[config.mk]
export PLATFORM = sky130hd
export DESIGN_NAME = branch_unit
export DESIGN_NICKNAME = d
export VERILOG_FILES = /design/src/rtl/branch_unit.sv
export SDC_FILE = /design/constraint.sdc
export NUM_CORES = 1
export LEC_CHECK = 0
export CORE_ASPECT_RATIO = 0.75
export CORE_MARGIN = 2
export CORE_UTILIZATION = 44
export DETAILED_ROUTE_END_ITERATION = 7
export GPL_TIMING_DRIVEN = 0
export HOLD_SLACK_MARGIN = 0.1
export PLACE_DENSITY = 0.86
export SYNTH_ARGS = -nofsm -noshare
export SYNTH_HDL_FRONTEND = slang
export SYNTH_SLANG_ARGS = --single-unit
[constraint.sdc]
create_clock -name Clk -period 2.2 [get_ports Clk]
set_input_delay 0.33 -clock Clk [delete_from_list [all_inputs] [get_ports Clk]]
set_output_delay 0.33 -clock Clk [all_outputs]
set_load 0.03 [all_outputs]
[src/rtl/branch_unit.sv]
// branch_unit
//   Resolves one instruction per Start request. A BR instruction (IR[15:12]
//   = 4'b0000) walks IDLE -> EVAL -> RESOLVE -> DONE. Any other instruction
//   walks IDLE -> DONE and touches neither LD_BEN nor LD_PC.
//
// Ports
//   Clk        system clock; all state updates on the rising edge
//   Reset      asynchronous active-high reset; clears all state immediately
//   Start      resolve request; only looked at in IDLE
//   IR         instruction word; latched when Start is accepted
//   PC_in      already-incremented PC; latched when Start is accepted
//   BEN        branch enable from the condition-code block (valid in RESOLVE)
//   LD_BEN     strobe to the condition-code block's BEN register (EVAL)
//   LD_PC      PC load strobe (RESOLVE and BEN=1)
//   PC_out     branch target while LD_PC=1, otherwise 16'h0000
//   Busy       high in every state except IDLE
//   Done       one-cycle completion pulse
//   Taken_cnt  saturating count of taken branches since reset
module branch_unit #(
  parameter int CNT_W = 8
) (
  input  logic             Clk,
  input  logic             Reset,
  input  logic             Start,
  input  logic [15:0]      IR,
  input  logic [15:0]      PC_in,
  input  logic             BEN,
  output logic             LD_BEN,
  output logic             LD_PC,
  output logic [15:0]      PC_out,
  output logic             Busy,
  output logic             Done,
  output logic [CNT_W-1:0] Taken_cnt
);

  typedef enum logic [1:0] {
    IDLE    = 2'd0,
    EVAL    = 2'd1,
    RESOLVE = 2'd2,
    DONE    = 2'd3
  } state_t;

  state_t           state_reg, state_next;
  logic [8:0]       off_reg;   // only the BR offset field is needed after acceptance
  logic [15:0]      pc_reg;
  logic [CNT_W-1:0] cnt_reg;
  logic [15:0]      target;
  logic             accept;
  logic             is_br;

  // IR[11:9] (the n/z/p condition bits) are consumed by the condition-code
  // block, not here.
  logic unused_bits;
  assign unused_bits = ^IR[11:9];

  assign accept = (state_reg == IDLE) && Start;
  assign is_br  = (IR[15:12] == 4'b0000);

  always_ff @(posedge Clk or posedge Reset) begin
    if (Reset) begin
      state_reg <= IDLE;
      off_reg   <= '0;
      pc_reg    <= '0;
      cnt_reg   <= '0;
    end else begin
      state_reg <= state_next;
      if (accept) begin
        off_reg <= IR[8:0];
        pc_reg  <= PC_in;
      end
      // Count on the edge leaving RESOLVE with a taken branch; hold at all-ones.
      if ((state_reg == RESOLVE) && BEN && (cnt_reg != {CNT_W{1'b1}})) begin
        cnt_reg <= cnt_reg + 1'b1;
      end
    end
  end

  always_comb begin
    state_next = state_reg;
    case (state_reg)
      IDLE:    if (Start) state_next = is_br ? EVAL : DONE;
      EVAL:    state_next = RESOLVE;
      RESOLVE: state_next = DONE;
      DONE:    state_next = IDLE;
      default: state_next = IDLE;
    endcase
  end

  // Sign-extended 9-bit offset; the 16-bit sum wraps silently.
  assign target = pc_reg + {{7{off_reg[8]}}, off_reg};

  always_comb begin
    LD_BEN = 1'b0;
    LD_PC  = 1'b0;
    PC_out = 16'h0000;
    Busy   = (state_reg != IDLE);
    Done   = 1'b0;
    case (state_reg)
      EVAL:    LD_BEN = 1'b1;
      RESOLVE: begin
        // BEN is the registered output of the condition-code block, loaded by
        // the LD_BEN strobe in EVAL, so it is stable for the whole cycle.
        LD_PC = BEN;
        if (BEN) PC_out = target;
      end
      DONE:    Done = 1'b1;
      default: ;
    endcase
  end

  assign Taken_cnt = cnt_reg;

endmodule

======== Word-level counts from Yosys, hierarchy flattened ========
Cells that the tools add are included.
operators by class
  shift-type cells ........................ 0
  eq/ne operators ......................... 5
  divide/modulo/power cells ............... 0
  multipliers ............................. 0
  muxes and demuxes ....................... 8
  $add $sub $neg .......................... 2
  order comparisons ....................... 0
  bitwise operators ....................... 0
  reduce and logical (&&, ||, !) cells .... 6
operators by type and width
  cell                                                  number
  2-to-1 mux 16 bit                                     2
  adder 16 bit                                          1
  adder 8 x 1 -> 8 bit (second input constant)          1
  inequality test 8 bit (second input constant)         1
  case mux 2 bit (4 select lines)                       1
  equality test 2 bit (second input constant)           2
  zero test 4 bit                                       1
  2-to-1 mux 2 bit                                      2
  logical AND 1 bit                                     3
  2-to-1 mux 1 bit                                      3
  equality test 2 x 1 -> 1 bit (second input constant)  1
  zero test 2 bit                                       1
  inequality test 2 bit (second input constant)         1
  nonzero test 2 bit                                    1
storage, ports and cells
  bits in registers ....................... 35
  bits in latches ......................... 0
  output and inout bits ................... 28
  bits of input ports ..................... 36
  logic and storage cells ................. 25
  ROM bits ................................ 0
  memories kept ........................... 0
  memory bits (writable) .................. 0

======== Longest topological paths before layout ========
Gate-level depths: netlist of run 1.
  depth after elaboration ................. 4
  depth in mapped cells ................... 8
  mapped depth without buffers ............ 8

======== Worst setup path before layout of run 1 ========
No wires, ideal clock.
  kind .................................... reg-to-output
  start ................................... register off_reg[0]
  end ..................................... output PC_out[10]
  stages on the path, launching flop included .. 9
  data required time ...................... 1870 ps
  path slack .............................. -523 ps
  data arrival time ....................... 2393 ps
  path buffers ............................ 0
  cells stage by stage .................... dfrtp_1 ha_1 inv_1 fa_1 and2b_4 o2111ai_4 a211oi_1 nor3_1 nor3_1
between the ends
  word-level cells in the longest chain between the ends .. 3
RTL lines
  element                 RTL line  text
  start, declared         44        logic [8:0] off_reg;
  start signal, assigned  68        off_reg <= IR[8:0];
  adder 16 bit            90        assign target = pc_reg + {{7{off_reg[8]}}, off_reg};
  2-to-1 mux 16 bit       104       if (BEN) PC_out = target;
  2-to-1 mux 16 bit       98        case (state_reg)
  end, declared           30        output logic [15:0] PC_out,
Every way passes these cells.

======== Final worst setup path of run 1 ========
  start ................................... register pc_reg[0]
  end ..................................... output PC_out[8]
between the ends
  word-level cells in the longest chain between the ends .. 3
RTL lines
  element                 RTL line  text
  start, declared         45        logic [15:0] pc_reg;
  start signal, assigned  69        pc_reg <= PC_in;
  adder 16 bit            90
  2-to-1 mux 16 bit       104
  2-to-1 mux 16 bit       98
Every way passes these cells.

==> results of run 1 <==
==> cell families after synthesis <==
group,after synthesis,share of synthesized area
multiplexers,26,0.127
AND/OR/NAND/NOR,61,0.140
XOR/XNOR,14,0.0534
adder cells (fa/ha/maj),22,0.123
buffers and inverters,12,0.0196
flip-flops,35,0.381
AO/OA/AOI/OAI,46,0.155
==> worst paths after layout <==
path	start	endpoint	slack [ps]	cells after the start
max	pc_reg[0]$_DFFE_PP0P_	PC_out[8]	-710	10
min	Reset	pc_reg[12]$_DFFE_PP0P_	480	2
max reg2reg	state_reg[1]$_DFFE_PP0P_	pc_reg[8]$_DFFE_PP0P_	230	5
min reg2reg	Taken_cnt[5]$_DFFE_PP0P_	Taken_cnt[5]$_DFFE_PP0P_	490	1
max in group asynchronous	Reset	off_reg[8]$_DFFE_PP0P_	1200	2
min in group Clk	Taken_cnt[5]$_DFFE_PP0P_	Taken_cnt[5]$_DFFE_PP0P_	490	1
==> worst max-delay path, stage by stage (launching register included) <==
cell and delay [ps]:
dfrtp_1 410, ha_4 190, inv_2 50, fa_2 200, and2b_4 200, o2111ai_4 300
buf_4 190, a21oi_4 60, or3_4 350, and3_4 180, buf_4 160
==> repair_timing <==
action | in CTS | in global routing
pin swaps | 18 | 11
resized for setup | 124 | 15
setup endpoints to repair | 17 | 15
cloned | 0 | 0
buffers inserted | 11 | 5
==> cell usage in the layout, fill, tap and decap left out, drive strengths merged, types with 2 or more instances in the layout <==
master / instances
nor2: 12
a21o: 8
nor3b: 3
buf: 30
dfrtp: 35
xnor2: 10
a21oi: 13
inv: 9
clkbuf: 11
nand3: 4
o31ai: 2
o21ai: 8
xor2: 4
a211oi: 2
dlygate4sd2: 2
nand2: 16
nor3: 10
clkdlybuf4s50: 43
and3: 3
o211ai: 2
mux2: 26
nand4: 3
nor4: 2
ha: 21
nor2b: 2
o21a: 3
==> metal layers <==
layer,up-vias,track usage,share of wire
met4,0,0.0981,0.027
met5,-,0,0
met2,62,0.380,0.48
met3,15,0.0582,0.063
li1,951,-,-
met1,972,0.268,0.43
==> metrics by stage <==
stage / worst slack, ps / hold WS (ps) / area, um2 / cells
5_1_grt: -786 / 527 / 3540 / 360
2_1_floorplan: -233 / 481 / 2490 / 216
3_5_place_dp: -898 / 476 / 3160 / 336
3_3_place_gp: -864 / 476 / 3160 / 336
4_1_cts: -692 / 494 / 3440 / 355
6_report: -713 / 484 / 3540 / 360
==> layout make-up <==
class / count / area, um2
Buffer: 3 / 15.0
Sequential cell: 35 / 877
Clock buffer: 7 / 86.3
Timing Repair Buffer: 76 / 743
Inverter: 9 / 33.8
Multi-Input combinational cell: 169 / 1700
Clock inverter: 1 / 8.76
Tap cell: 60 / 75.1
Fill cell: 363 / 1420
==> summary.md, run 1 <==
| Metric | Value |
|---|---|
| Cell count after synthesis | between 200 and 250 |
| Die X | a little under 90 um |
| Final nets | about 360 |
| RSZ-0062 raised after global routing | yes |
| Post-DR wirelength/cell | around 17 um |
| CP max FO | 4 |
| Synth Warn # | 0 |
| Max cap viols | 0 |
| Vias in the first global route | 2113 |
| Starting density of the core | 0.464 |
| CTS clk-pin slew, worst paths | 80 ps |
| Clock Latency Late Sink | slightly below 300 ps |
| Max reg flops | 16 |
| Worst slew margin | 0.511 |
| Worst min path class | in -> async |
| Status | finished with violations |
| Crit path DAT | between 2000 and 3000 ps |
| H-tree Lvls | 2 |
| Min cycle time layout | between 2000 and 3000 ps |
| Top_reg_cell synth | dfrtp_1 |
| Gr ovfl total | 0 |
| Worst-Margin Slew | ~730 ps |
| Routed Antenna Nets | 0 |
| Clock root buffer | clkbuf_8 |
| Post-synthesis area per instance | approximately 11 um2 |
| Layout Utilization | 0.714 |
| Mapped Area | 2300 um2 |
| Post-synth top cells | 35 x dfrtp_1, 25 x mux2_2, 21 x ha_1 |
| Slew Viols, Final | 0 |
| Syn nets | between 200 and 300 |
| DRT iter0 DRCs | a little over 80 |
| Total clock buffers created by CTS | 5 |
| Crit. End Element | output pin |
| # setup viols final | 14 |
| DRT Wirelength | between 6000 and 7000 um |
| Row cnt | 22 |
| Largest net degree at the start of global routing | 36 |
| Setup TNS | -6270 ps |
| Post-synth EDFFs | 0 |
| Clk buf depth | 2 |
| Initial antenna violation count | 0 |
| # hold bufs at CTS | 0 |
| Final Hold Viols | 0 |
| Number of synthesized register bits | 35 |
| HPWL after detailed placement | just over 4000 um |
| Pre-antenna DRT Iters | 4 |
| PortBufs | 60 |
| CTS Sinks | 35 |
| Achievable Freq | ~340 MHz |
| Synth area leader | dfrtp_1 |
| Register area share after synthesis | 0.381 |
| Top-area cell type share of the netlist area | 0.381 |
| WP data required | roughly 1900 ps |
| Antenna fix cells | 0 |
| Share of cells above drive strength 1 | 0.397 |
| DRC | 0 |
| TritonCTS clock tree | yes |
| Total track usage | 0.224 |
| RePlAce Congestion | 0.854 |
| Unique masters post-synth | 46 |
| Ys async rst share | 1.00 |
| Failing checks | negative setup slack |
| First-pass GRT wire length | approximately 10000 um |
| Top-count cell post-synth | dfrtp_1 |
| Setup CP Type | reg -> out |
| DR vias | 2000 |
| Final period util | 1.32 |
| Die Y | about 67 um |
| Routed vias/inst | about 5.6 |
| # IOs | between 60 and 70 |
| Final Skew | between 5 and 6 ps |
| Die area | 5820 um2 |
| Top cells by area, synth | dfrtp_1 38%, mux2_2 12%, ha_1 11%, xnor2_1 3.8%, a21oi_1 2.4% |
| Crit start category | flop |
| Worst Setup Slack, final | -713 ps |
| Area Growth Syn to Fin | 53.9% |
| Core box area | just under 5000 um2 |
Power of run 1 is not shown: default switching activity piles up to over one toggle a cycle in this logic, so the estimate is an artifact.
==> inputs of run 2 (changes only) <==
--- a/config.mk
+++ b/config.mk
@@ -11,7 +11,7 @@
 export DETAILED_ROUTE_END_ITERATION = 7
 export GPL_TIMING_DRIVEN = 0
 export HOLD_SLACK_MARGIN = 0.1
-export PLACE_DENSITY = 0.86
+export PLACE_DENSITY = 0.85
 export SYNTH_ARGS = -nofsm -noshare
 export SYNTH_HDL_FRONTEND = slang
 export SYNTH_SLANG_ARGS = --single-unit
==> constraint.sdc (replaced) <==
create_clock -name Clk -period 2.2 [get_ports Clk]
set_input_delay 0.33 -clock Clk [delete_from_list [all_inputs] [get_ports Clk]]
set_output_delay 0.33 -clock Clk [all_outputs]
set_load 0.1 [all_outputs]
==> summary.md, run 2 (synthesis results as in run 1) <==
| Metric | Value |
|---|---|
| Vias in the first global route | 1940 (was 2113) |
| # setup viols final | 13 (was 14) |
| Slew Viols, Final | 0 (unchanged) |
| Status | finished with violations (unchanged) |
| Row cnt | 22 (unchanged) |
| Routed Antenna Nets | 0 (unchanged) |
| Die area | 5820 um2 (unchanged) |
| HPWL after detailed placement | 4250 um (was 4100 um) |
| Starting density of the core | 0.464 (unchanged) |
| Setup CP Type | reg -> out (unchanged) |
| WHS | 471 ps (was 484 ps) |
| WP data required | 1870 ps (about the same) |
| Die X | 87.4 um (unchanged) |
| Total track usage | 0.209 (was 0.224) |
| DR vias | 1985 (was 2000) |
| Post-Layout Inst Area | 3640 um2 (was 3540 um2) |
| Post-DR wirelength/cell | 16.4 um (was 16.8 um) |
| Largest net degree at the start of global routing | 36 (unchanged) |
| CP max FO | 4 (unchanged) |
| Initial antenna violation count | 0 (unchanged) |
| Final period util | 1.33 (was 1.32) |
| RePlAce Congestion | 0.835 (was 0.854) |
| Clk buf depth | 2 (unchanged) |
| Final Skew | 5.50 ps (was 5.82 ps) |
| DRT Wirelength | 5880 um (was 6050 um) |
| R2r setup slk | 230 ps (about the same) |
| Worst slew margin | 0.350 (was 0.511) |
| PortBufs | 60 (unchanged) |
| Area Growth Syn to Fin | 58.3% (was 53.9%) |
| Antenna fix cells | 0 (unchanged) |
| Core box area | 4950 um2 (unchanged) |
| # IOs | 64 (unchanged) |
| Max reg flops | 16 (unchanged) |
| Commonest non-fill, non-tap cells in the layout | 33 x dfrtp_1, 32 x clkdlybuf4s50_1, 25 x mux2_2 (was 43 x clkdlybuf4s50_1, 34 x dfrtp_1, 25 x mux2_2) |
| H-tree Lvls | 2 (unchanged) |
| RSZ-0062 raised after global routing | yes (unchanged) |
| Total clock buffers created by CTS | 5 (unchanged) |
| Clock root buffer | clkbuf_8 (unchanged) |
| Worst Setup Slack, final | -717 ps (was -713 ps) |
| CTS clk-pin slew, worst paths | 80 ps (about the same) |
| Worst-Margin Slew | 973 ps (was 732 ps) |
| Placed Area | 3210 um2 (was 3160 um2) |
| DRC | 0 (unchanged) |
| Worst reg2reg path depth | 5 (unchanged) |
| Min cycle time layout | 2920 ps (was 2910 ps) |
| CTS Sinks | 35 (unchanged) |
| DRT iter0 DRCs | 84 (was 82) |
| Failing checks | negative setup slack (unchanged) |
| First-pass GRT wire length | 9270 um (was 9890 um) |
| # hold bufs at CTS | 0 (unchanged) |
| Clock Latency Late Sink | 290 ps (about the same) |
| Pre-antenna DRT Iters | 4 (unchanged) |
| Critical Path, Cell by Cell | ha_4 > inv_2 > fa_2 > and2b_4 > o2111ai_4 > a2111oi_4 > nor3_2 > nor3b_4 > buf_12 (was ha_4 > inv_2 > fa_2 > and2b_4 > o2111ai_4 > buf_4 > a21oi_4 > or3_4 > and3_4 > buf_4) |
| FF-to-FF End | off_reg[4]$_DFFE_PP0P_ (was pc_reg[8]$_DFFE_PP0P_) |
| Crit path DAT | 2590 ps (was 2580 ps) |
| Final Hold Viols | 0 (unchanged) |
| Achievable Freq | 343 MHz (about the same) |
| Share of cells above drive strength 1 | 0.419 (was 0.397) |
| CP Launch Point | off_reg[0]$_DFFE_PP0P_ (was pc_reg[0]$_DFFE_PP0P_) |
| Commonest non-fill, non-tap cell in the layout | dfrtp_1 (was clkdlybuf4s50_1) |
| TritonCTS clock tree | yes (unchanged) |
| Crit start category | flop (unchanged) |
| Crit. End Element | output pin (unchanged) |
| Max stage delay on crit path | 400 ps (was 410 ps) |
| R2R Path Start | state_reg[1]$_DFFE_PP0P_ (unchanged) |
| Worst min path class | in -> async (unchanged) |
| Fillers | 339 (was 363) |
| Final nets | 355 (was 357) |
| Gr ovfl total | 0 (unchanged) |
| Pre-CTS setup slack | -1370 ps (was -898 ps) |
| Max cap viols | 0 (unchanged) |
| Routed vias/inst | 5.54 (was 5.56) |
| Die Y | 66.6 um (unchanged) |
| Cell at the slowest stage of the critical path | dfrtp_1 (unchanged) |
run 2: cell count changes in the layout (fill, tap and decap cells not counted), moves of 3 or more:
cell | previous run | this run
clkdlybuf4s50_1 | 43 | 32
buf_12 | 1 | 11
nor2_4 | 0 | 4
buf_6 | 14 | 6
dlymetal6s2s_1 | 0 | 5
nor2_1 | 10 | 7
nor3_2 | 7 | 4
o21ai_1 | 6 | 3
run 2: layout make-up:
type                       instances  area, um2  area share
multi-input combinational        169       1700       0.467
timing repair buffer              74        828       0.228
buffer                             3       21.3     0.00585
clock buffer                       6       82.6      0.0227
inverter                           9       33.8     0.00929
sequential                        35        881       0.242
tap                               60       75.1      0.0206
clock inverter                     2       16.3     0.00447
run 2: metal layers:
metal  GRT usage  vias up  part of all wire
li1            -      951                 -
met1       0.271      955              0.44
met2       0.344       70              0.47
met3      0.0706        9             0.076
met4      0.0365        0             0.011
met5           0        -                 0
run 2: per-stage QoR:
stage / setup TNS [ps] / instances / utilization
after floorplan: -5800 / 216 / -
after global placement: -16560 / 336 / 0.648
after detailed placement: -16940 / 336 / 0.648
after CTS: -6030 / 352 / 0.709
after global routing: -7810 / 358 / 0.734
final: -6680 / 358 / 0.734
run 2: timing repair:
item | CTS | global route
pin swaps | 9 | 9
endpoints found under the hold margin | 0 | 0
endpoints found under the setup margin | 23 | 22
resized for setup | 149 | 23
buffers inserted | 8 | 6
run 2: worst max-delay path by stage:
| stage | depth (start not counted) | slack [ps] | end |
|---|---|---|---|
| 2_1_floorplan | 8 | -720 | PC_out[12] |
| 3_3_place_gp | 9 | -1310 | PC_out[10] |
| 3_5_place_dp | 9 | -1370 | PC_out[10] |
| 4_1_cts | 9 | -750 | PC_out[12] |
| 5_1_grt | 9 | -800 | PC_out[12] |
| 6_report | 9 | -720 | PC_out[12] |
run 2: worst max-delay path, delay by kind of cell, from the launching register on:
family          cells  cell delay [ps]
simple gates        3              600
compound gates      2              570
fa+ha+maj           2              480
flops               1              400
buf+inv             2              240
Power of run 2 is left out for the same reason.
